==> config.mk <==
export PLATFORM = sky130hd
export DESIGN_NAME = emcu_apb_timer_flat
export DESIGN_NICKNAME = d
export VERILOG_FILES = /design/src/rtl/emcu_apb_timer_if.sv /design/src/rtl/emcu_apb_timer.sv /design/src/flat_wrapper.sv
export SDC_FILE = /design/constraint.sdc
export NUM_CORES = 1
export LEC_CHECK = 0
export ABC_AREA = 1
export CAP_MARGIN = 0
export CORE_MARGIN = 8
export CORE_UTILIZATION = 33
export CTS_CLUSTER_DIAMETER = 30
export DETAILED_ROUTE_END_ITERATION = 10
export PLACE_DENSITY = 0.59
export SYNTH_ARGS = -nofsm -noshare
export SYNTH_HDL_FRONTEND = slang
export SYNTH_SLANG_ARGS = --single-unit
==> constraint.sdc <==
create_clock -name clk -period 11.3 [get_ports clk]
set_clock_uncertainty 0.1 [all_clocks]
set_input_delay 2.26 -clock clk [delete_from_list [all_inputs] [get_ports clk]]
set_output_delay 2.26 -clock clk [all_outputs]
set_load 0.1 [all_outputs]
==> src/rtl/emcu_apb_timer_if.sv <==
// APB3 target-side bus bundle between the EMCU expansion port and the timer.
// The EMCU drives the request half of the bundle; the timer drives the response half.
interface emcu_apb_timer_if;
    logic        psel;
    logic        penable;
    logic [11:0] paddr;
    logic        pwrite;
    logic [31:0] pwdata;
    logic [3:0]  pstrb;
    logic [31:0] prdata;
    logic        pready;
    logic        pslverr;

    modport master (
        output psel, penable, paddr, pwrite, pwdata, pstrb,
        input  prdata, pready, pslverr
    );

    modport slave (
        input  psel, penable, paddr, pwrite, pwdata, pstrb,
        output prdata, pready, pslverr
    );
endinterface

==> src/rtl/emcu_apb_timer.sv <==
// APB3 down-counting timer: prescaler, auto-reload/one-shot, sticky expiry flag, irq and tick pulse.
// Access phase lasts WAIT_STATES+1 cycles (pready registered); writes commit on the completing edge only.
module emcu_apb_timer #(
    parameter int CNT_WIDTH   = 32,
    parameter int PRESC_WIDTH = 16,
    parameter int WAIT_STATES = 0
) (
    input  logic             clk,
    input  logic             rst_i,
    emcu_apb_timer_if.slave  apb,
    output logic             irq,
    output logic             tick_o
);

    localparam logic [31:0] ID_VAL  = 32'h454D_5431;
    localparam logic [3:0]  WS_LAST = (WAIT_STATES == 0) ? 4'd0 : 4'(WAIT_STATES - 1);

    localparam logic [9:0] IDX_CTRL   = 10'd0;
    localparam logic [9:0] IDX_LOAD   = 10'd1;
    localparam logic [9:0] IDX_VALUE  = 10'd2;
    localparam logic [9:0] IDX_PRESC  = 10'd3;
    localparam logic [9:0] IDX_STATUS = 10'd4;
    localparam logic [9:0] IDX_ID     = 10'd5;

    logic [2:0]             ctrl_q,      ctrl_d;
    logic [CNT_WIDTH-1:0]   load_q,      load_d;
    logic [CNT_WIDTH-1:0]   value_q,     value_d;
    logic [PRESC_WIDTH-1:0] presc_q,     presc_d;
    logic [PRESC_WIDTH-1:0] presc_cnt_q, presc_cnt_d;
    logic                   expired_q,   expired_d;
    logic                   tick_q,      tick_d;
    logic [3:0]             wait_cnt_q,  wait_cnt_d;
    logic                   pready_q,    pready_d;

    logic        setup_ph, access_ph, complete;
    logic [9:0]  idx;
    logic        acc_err, wr_en, rd_en;
    logic        en, step, expiry;
    logic [31:0] rd_word;
    logic        unused_paddr_bits;

    function automatic logic [31:0] merge_bytes(input logic [31:0] cur,
                                                input logic [31:0] wd,
                                                input logic [3:0]  be);
        logic [31:0] res;
        for (int b = 0; b < 4; b++) begin
            res[8*b +: 8] = be[b] ? wd[8*b +: 8] : cur[8*b +: 8];
        end
        return res;
    endfunction

    assign unused_paddr_bits = ^apb.paddr[1:0];

    assign setup_ph  = apb.psel & ~apb.penable;
    assign access_ph = apb.psel &  apb.penable;
    assign complete  = access_ph & pready_q;
    assign idx       = apb.paddr[11:2];
    // ID is read-only, so a write to it is reported like an unmapped access
    assign acc_err   = (idx > IDX_ID) | ((idx == IDX_ID) & apb.pwrite);
    assign wr_en     = complete &  apb.pwrite & ~acc_err;
    assign rd_en     = complete & ~apb.pwrite & ~acc_err;

    assign en     = ctrl_q[0];
    assign step   = en & (presc_cnt_q == presc_q);
    assign expiry = step & (value_q == '0);

    always_comb begin
        wait_cnt_d = '0;
        pready_d   = 1'b0;
        if (setup_ph) begin
            pready_d = (WAIT_STATES == 0);
        end else if (access_ph && !pready_q) begin
            if (wait_cnt_q == WS_LAST) begin
                pready_d = 1'b1;
            end else begin
                wait_cnt_d = wait_cnt_q + 4'd1;
            end
        end
    end

    always_comb begin
        rd_word = '0;
        case (idx)
            IDX_CTRL:   rd_word = {29'd0, ctrl_q};
            IDX_LOAD:   rd_word = 32'(load_q);
            IDX_VALUE:  rd_word = 32'(value_q);
            IDX_PRESC:  rd_word = 32'(presc_q);
            IDX_STATUS: rd_word = {31'd0, expired_q};
            IDX_ID:     rd_word = ID_VAL;
            default:    rd_word = '0;
        endcase
    end

    always_comb begin
        ctrl_d      = ctrl_q;
        load_d      = load_q;
        value_d     = value_q;
        presc_d     = presc_q;
        expired_d   = expired_q;
        tick_d      = expiry;
        presc_cnt_d = (!en || step) ? '0 : presc_cnt_q + 1'b1;

        if (step) begin
            if (!expiry) begin
                value_d = value_q - 1'b1;
            end else if (ctrl_q[1]) begin
                value_d = load_q;
            end else begin
                ctrl_d[0] = 1'b0;
            end
        end

        // Register writes are applied after the counter update so they win on collision
        if (wr_en) begin
            case (idx)
                IDX_CTRL:   ctrl_d  = merge_bytes(rd_word, apb.pwdata, apb.pstrb)[2:0];
                IDX_LOAD:   load_d  = CNT_WIDTH'(merge_bytes(rd_word, apb.pwdata, apb.pstrb));
                IDX_VALUE:  value_d = CNT_WIDTH'(merge_bytes(rd_word, apb.pwdata, apb.pstrb));
                IDX_PRESC:  presc_d = PRESC_WIDTH'(merge_bytes(rd_word, apb.pwdata, apb.pstrb));
                IDX_STATUS: begin
                    if (apb.pstrb[0] && apb.pwdata[0]) begin
                        expired_d = 1'b0;
                    end
                end
                default: ;
            endcase
        end

        // A fresh expiry outranks a same-cycle clear of the sticky flag
        if (expiry) begin
            expired_d = 1'b1;
        end
    end

    always_ff @(posedge clk or posedge rst_i) begin
        if (rst_i) begin
            ctrl_q      <= '0;
            load_q      <= '0;
            value_q     <= '0;
            presc_q     <= '0;
            presc_cnt_q <= '0;
            expired_q   <= 1'b0;
            tick_q      <= 1'b0;
            wait_cnt_q  <= '0;
            pready_q    <= 1'b0;
        end else begin
            ctrl_q      <= ctrl_d;
            load_q      <= load_d;
            value_q     <= value_d;
            presc_q     <= presc_d;
            presc_cnt_q <= presc_cnt_d;
            expired_q   <= expired_d;
            tick_q      <= tick_d;
            wait_cnt_q  <= wait_cnt_d;
            pready_q    <= pready_d;
        end
    end

    assign apb.pready  = pready_q;
    assign apb.prdata  = rd_en ? rd_word : 32'd0;
    assign apb.pslverr = complete & acc_err;
    assign irq         = expired_q & ctrl_q[2];
    assign tick_o      = tick_q;

endmodule

==> src/flat_wrapper.sv <==
// flat-port wrapper written by rule: the top's interface ports become plain ports
module emcu_apb_timer_flat 
#(
    parameter int CNT_WIDTH   = 32,
    parameter int PRESC_WIDTH = 16,
    parameter int WAIT_STATES = 0
)
  (clk, rst_i, irq, tick_o, apb_psel, apb_penable, apb_paddr, apb_pwrite, apb_pwdata, apb_pstrb, apb_prdata, apb_pready, apb_pslverr);
  emcu_apb_timer_if apb_i ();
  input  logic clk;
  input  logic rst_i;
  output logic irq;
  output logic tick_o;
  input wire logic [$bits(apb_i.psel)-1:0] apb_psel;
  input wire logic [$bits(apb_i.penable)-1:0] apb_penable;
  input wire logic [$bits(apb_i.paddr)-1:0] apb_paddr;
  input wire logic [$bits(apb_i.pwrite)-1:0] apb_pwrite;
  input wire logic [$bits(apb_i.pwdata)-1:0] apb_pwdata;
  input wire logic [$bits(apb_i.pstrb)-1:0] apb_pstrb;
  output wire logic [$bits(apb_i.prdata)-1:0] apb_prdata;
  output wire logic [$bits(apb_i.pready)-1:0] apb_pready;
  output wire logic [$bits(apb_i.pslverr)-1:0] apb_pslverr;
  assign apb_i.psel = apb_psel;
  assign apb_i.penable = apb_penable;
  assign apb_i.paddr = apb_paddr;
  assign apb_i.pwrite = apb_pwrite;
  assign apb_i.pwdata = apb_pwdata;
  assign apb_i.pstrb = apb_pstrb;
  assign apb_prdata = apb_i.prdata;
  assign apb_pready = apb_i.pready;
  assign apb_pslverr = apb_i.pslverr;
  emcu_apb_timer #(.CNT_WIDTH(CNT_WIDTH), .PRESC_WIDTH(PRESC_WIDTH), .WAIT_STATES(WAIT_STATES)) u_core (.clk(clk), .rst_i(rst_i), .apb(apb_i), .irq(irq), .tick_o(tick_o));
endmodule
==> impl_metrics.env <==
export IMPL_cts_setup_buffers=0
export IMPL_firstDrtPassIters=5
export IMPL_drv_slew=0
export IMPL_period_needed_ns=8.459
export IMPL_use_met2_pct=27.97
export IMPL_synth_compound_area_share_pct=14.91
export IMPL_ios=89
export IMPL_clk_pin_slew_worst_paths_ns=0.08
export IMPL_clk_latency_ns=0.36
export IMPL_worst_ep_required_time_ns=8.94
export IMPL_reg2reg_slack_ns=8.60
export IMPL_arrival_ns=6.10
export IMPL_synth_xor_area_share_pct=2.650
export IMPL_async_reset_ff_share_pct=100.0
export IMPL_rsz0062_at_grt="false"
export IMPL_viasPerCell=5.094
export IMPL_cts_root_buf="clkbuf_16"
export IMPL_yosys_cell_types_count=36
export IMPL_cts_sinks=106
export IMPL_hold_depth=1
export IMPL_antennaDiodeCount=0
export IMPL_ctsResizeCount=0
export IMPL_grt_overflow=0
export IMPL_area_delta_synth_final_pct=17.22
export IMPL_hold_path_class="reg2reg"
export IMPL_finalSetupViolations=0
export IMPL_rr_endpoint="u_core.value_q[14]$_DFF_PP0_"
export IMPL_yosysWarnings=0
export IMPL_status="complete, no violations"
export IMPL_postSynthCellCount=1184
export IMPL_num_vias=7794
export IMPL_crit_fanout=32
export IMPL_synth_edf_count=0
export IMPL_synthAdderAreaFrac_pct=0.6583
export IMPL_initial_core_util_pct=33.58
export IMPL_grt_first_pass_wirelength_um=40050
export IMPL_ys_ff_latch=106
export IMPL_hp_start="u_core.wait_cnt_q[0]$_DFF_PP0_"
export IMPL_slowest_stage="clkdlybuf4s50_1"
export IMPL_htree_levels=3
export IMPL_rr_worst_depth=7
export IMPL_path_cells="clkdlybuf4s50_1 -> nor2_2 -> inv_2 -> nor3_2 -> nand2_1 -> o21ai_1 -> nand2_1 -> buf_4 -> a31oi_1 -> clkdlybuf4s50_1"
export IMPL_tightestPinTransition_ns=0.9950
export IMPL_slowest_delay_ns=1.19
export IMPL_cts_buffer_depth=2
export IMPL_netlist_area_sq_mm=0.007602
export IMPL_grt_util_all_layers_pct=17.65
export IMPL_startpoint="apb_paddr[11]"
export IMPL_fin_cells=1530
export IMPL_rows=55
export IMPL_critPathKind="in2out"
export IMPL_cts_buffers=9
export IMPL_die_area_sq_mm=0.02815
export IMPL_antenna_found_initial=0
export IMPL_avgSynthCellArea_sq_um=6.421
export IMPL_drtIter0Drc=541
export IMPL_synthSimpleGateAreaFrac_pct=37.80
export IMPL_timing_setup_tns_ns=0
export IMPL_holdPathEnd="u_core.wait_cnt_q[0]$_DFF_PP0_"
export IMPL_grt_busiest_layer="met2"
export IMPL_wirelength_um=24570
export IMPL_dp_cells=1514
export IMPL_met1_usage_pct=24.01
export IMPL_cp_end_kind="primary output"
export IMPL_max_freq_ghz=0.1182
export IMPL_fp_dieH_um=167.8
export IMPL_fill_cells=2404
export IMPL_gp_congestion=0.9016
export IMPL_crit_path_start_kind="input pin"
export IMPL_finalHoldViolCount=0
export IMPL_synth_top_family_by_area="simple AND/OR/NAND/NOR gates"
export IMPL_cts_tree="done"
export IMPL_yosys_mux_area_fraction_pct=0
export IMPL_routedWlPerCell_um=16.06
export IMPL_die_x_um=167.8
export IMPL_leakage_nw=3.780
export IMPL_synthFlopType="dfrtp_1"
export IMPL_post_route_period_util_pct=74.86
export IMPL_grt_max_degree=59
export IMPL_syn_nets=1241
export IMPL_hpwl_um=17320
export IMPL_yosysSeqAreaShare_pct=34.89
export IMPL_ctsHoldBuffers=0
export IMPL_relSlewSlack_pct=33.46
export IMPL_io_buffers=86
export IMPL_antenna_left=0
export IMPL_nets=1297
export IMPL_powerDensity_mw_per_mm2=84.05
export IMPL_finish_utilization_pct=39.36
export IMPL_grt_pass1_vias=7498
export IMPL_coreArea_sq_mm=0.02264
export IMPL_drive_above_1_share_pct=5.703
export IMPL_drv_cap=0
export IMPL_timing_rr_start="u_core.apb.pready$_DFF_PP0_"
export IMPL_drc_errors=0
export IMPL_met3_usage_pct=2.806
export IMPL_worst_ir_drop_vdd_mv=0.04505
==> routing by layer <==
metal | routed length (um) | part of all wire (%)
met4 | 471 | 1.9
met3 | 1372 | 5.6
met1 | 11720 | 48
met5 | 0 | 0
met2 | 11010 | 45
==> critical path, delay by kind of cell <==
kind | cells | cell delay, ns
compound gates | 2 | 0.68
buf+inv | 4 | 2.00
simple gates | 4 | 1.15
==> worst max-delay path by stage <==
stage,to,slack [ns],cells past startpoint
after detailed placement,apb_prdata[7],2.86,10
final,apb_prdata[26],2.84,10
after CTS,apb_prdata[7],2.86,10
after global placement,apb_prdata[6],2.89,10
after floorplan,apb_prdata[11],4.14,8
after global routing,apb_prdata[24],2.53,10
==> cell usage after synthesis, types with 2 or more instances <==
library cell	count	share of area, %
nand2_1	350	17
nor2_1	158	7.8
inv_1	110	5.4
dfrtp_1	106	35
nand3_1	103	6.8
a21oi_1	91	6.0
o21ai_0	77	5.1
a31oi_1	21	1.7
buf_2	20	1.3
clkbuf_1	19	0.94
o21ai_1	18	1.2
or2_2	18	1.5
xor2_1	16	1.8
nor3_1	10	0.66
inv_2	8	0.40
nand4_1	7	0.58
o211ai_1	7	0.69
xnor2_1	7	0.81
nor2_4	6	0.89
buf_6	4	0.59
ha_1	4	0.66
buf_4	3	0.30
nand2_2	3	0.25
nor2_2	3	0.25
o22ai_1	3	0.25
nor2_8	2	0.53
==> per-stage QoR <==
stage | total power, mW | hold slack, ns | setup WS [ns] | area (sq um)
after floorplan | 0.4128 | 0.3497 | 4.138 | 7602
after global placement | 0.4416 | 0.3736 | 2.890 | 8627
after detailed placement | 0.4418 | 0.3778 | 2.857 | 8627
after CTS | 0.7572 | 0.3927 | 2.856 | 8911
after global routing | 0.7750 | 0.4101 | 2.525 | 8911
final | 0.7489 | 0.3869 | 2.841 | 8911
==> cells by family after synthesis <==
group,count (synthesis)
buffers and inverters,166
AO/OA/AOI/OAI,217
XOR/XNOR,23
AND/OR/NAND/NOR,668
adder cells (fa/ha/maj),4
flip-flops,106
==> power by group <==
| group | total [mW] | internal [mW] | switching [mW] |
|---|---|---|---|
| Sequential | 0.379 | 0.379 | 0.000214 |
| Combinational | 0.0541 | 0.0222 | 0.0318 |
| Clock | 0.315 | 0.154 | 0.161 |
==> area by class of cell <==
| type | count | area (sq um) | area share, % |
|---|---|---|---|
| multi-input combinational | 912 | 4259 | 47.80 |
| timing repair buffer | 93 | 913.4 | 10.25 |
| inverter | 118 | 445.4 | 4.999 |
| clock buffer | 9 | 225.2 | 2.527 |
| tap | 285 | 356.6 | 4.002 |
| sequential | 106 | 2653 | 29.77 |
| clock inverter | 7 | 58.81 | 0.6599 |
==> placed cells by master (no fill, tap or decap), types with 2 or more instances in the layout <==
| cell type | count |
|---|---|
| nor2_4 | 6 |
| clkdlybuf4s50_1 | 86 |
| nand4_1 | 7 |
| nor2_8 | 2 |
| nand3_1 | 103 |
| nand2_1 | 350 |
| o22ai_1 | 3 |
| inv_2 | 8 |
| nor3_1 | 10 |
| nor2_2 | 3 |
| a21oi_1 | 91 |
| o21ai_0 | 77 |
| dfrtp_1 | 106 |
| xnor2_1 | 7 |
| or2_2 | 18 |
| o211ai_1 | 7 |
| nand2_2 | 3 |
| buf_4 | 7 |
| o21ai_1 | 18 |
| inv_6 | 3 |
| ha_1 | 4 |
| xor2_1 | 16 |
| clkbuf_16 | 9 |
| inv_1 | 109 |
| nor2_1 | 158 |
| a31oi_1 | 21 |
==> state kept, by name, summed over array words and instances, names as in the netlist <==
name	flops
u_core.expired_q	1
u_core.apb.pready	1
u_core.presc_q	16
u_core.value_q	32
u_core.wait_cnt_q	4
u_core.load_q	32
u_core.tick_o	1
u_core.ctrl_q	3
u_core.presc_cnt_q	16
Power figures use the tool's default switching activity.
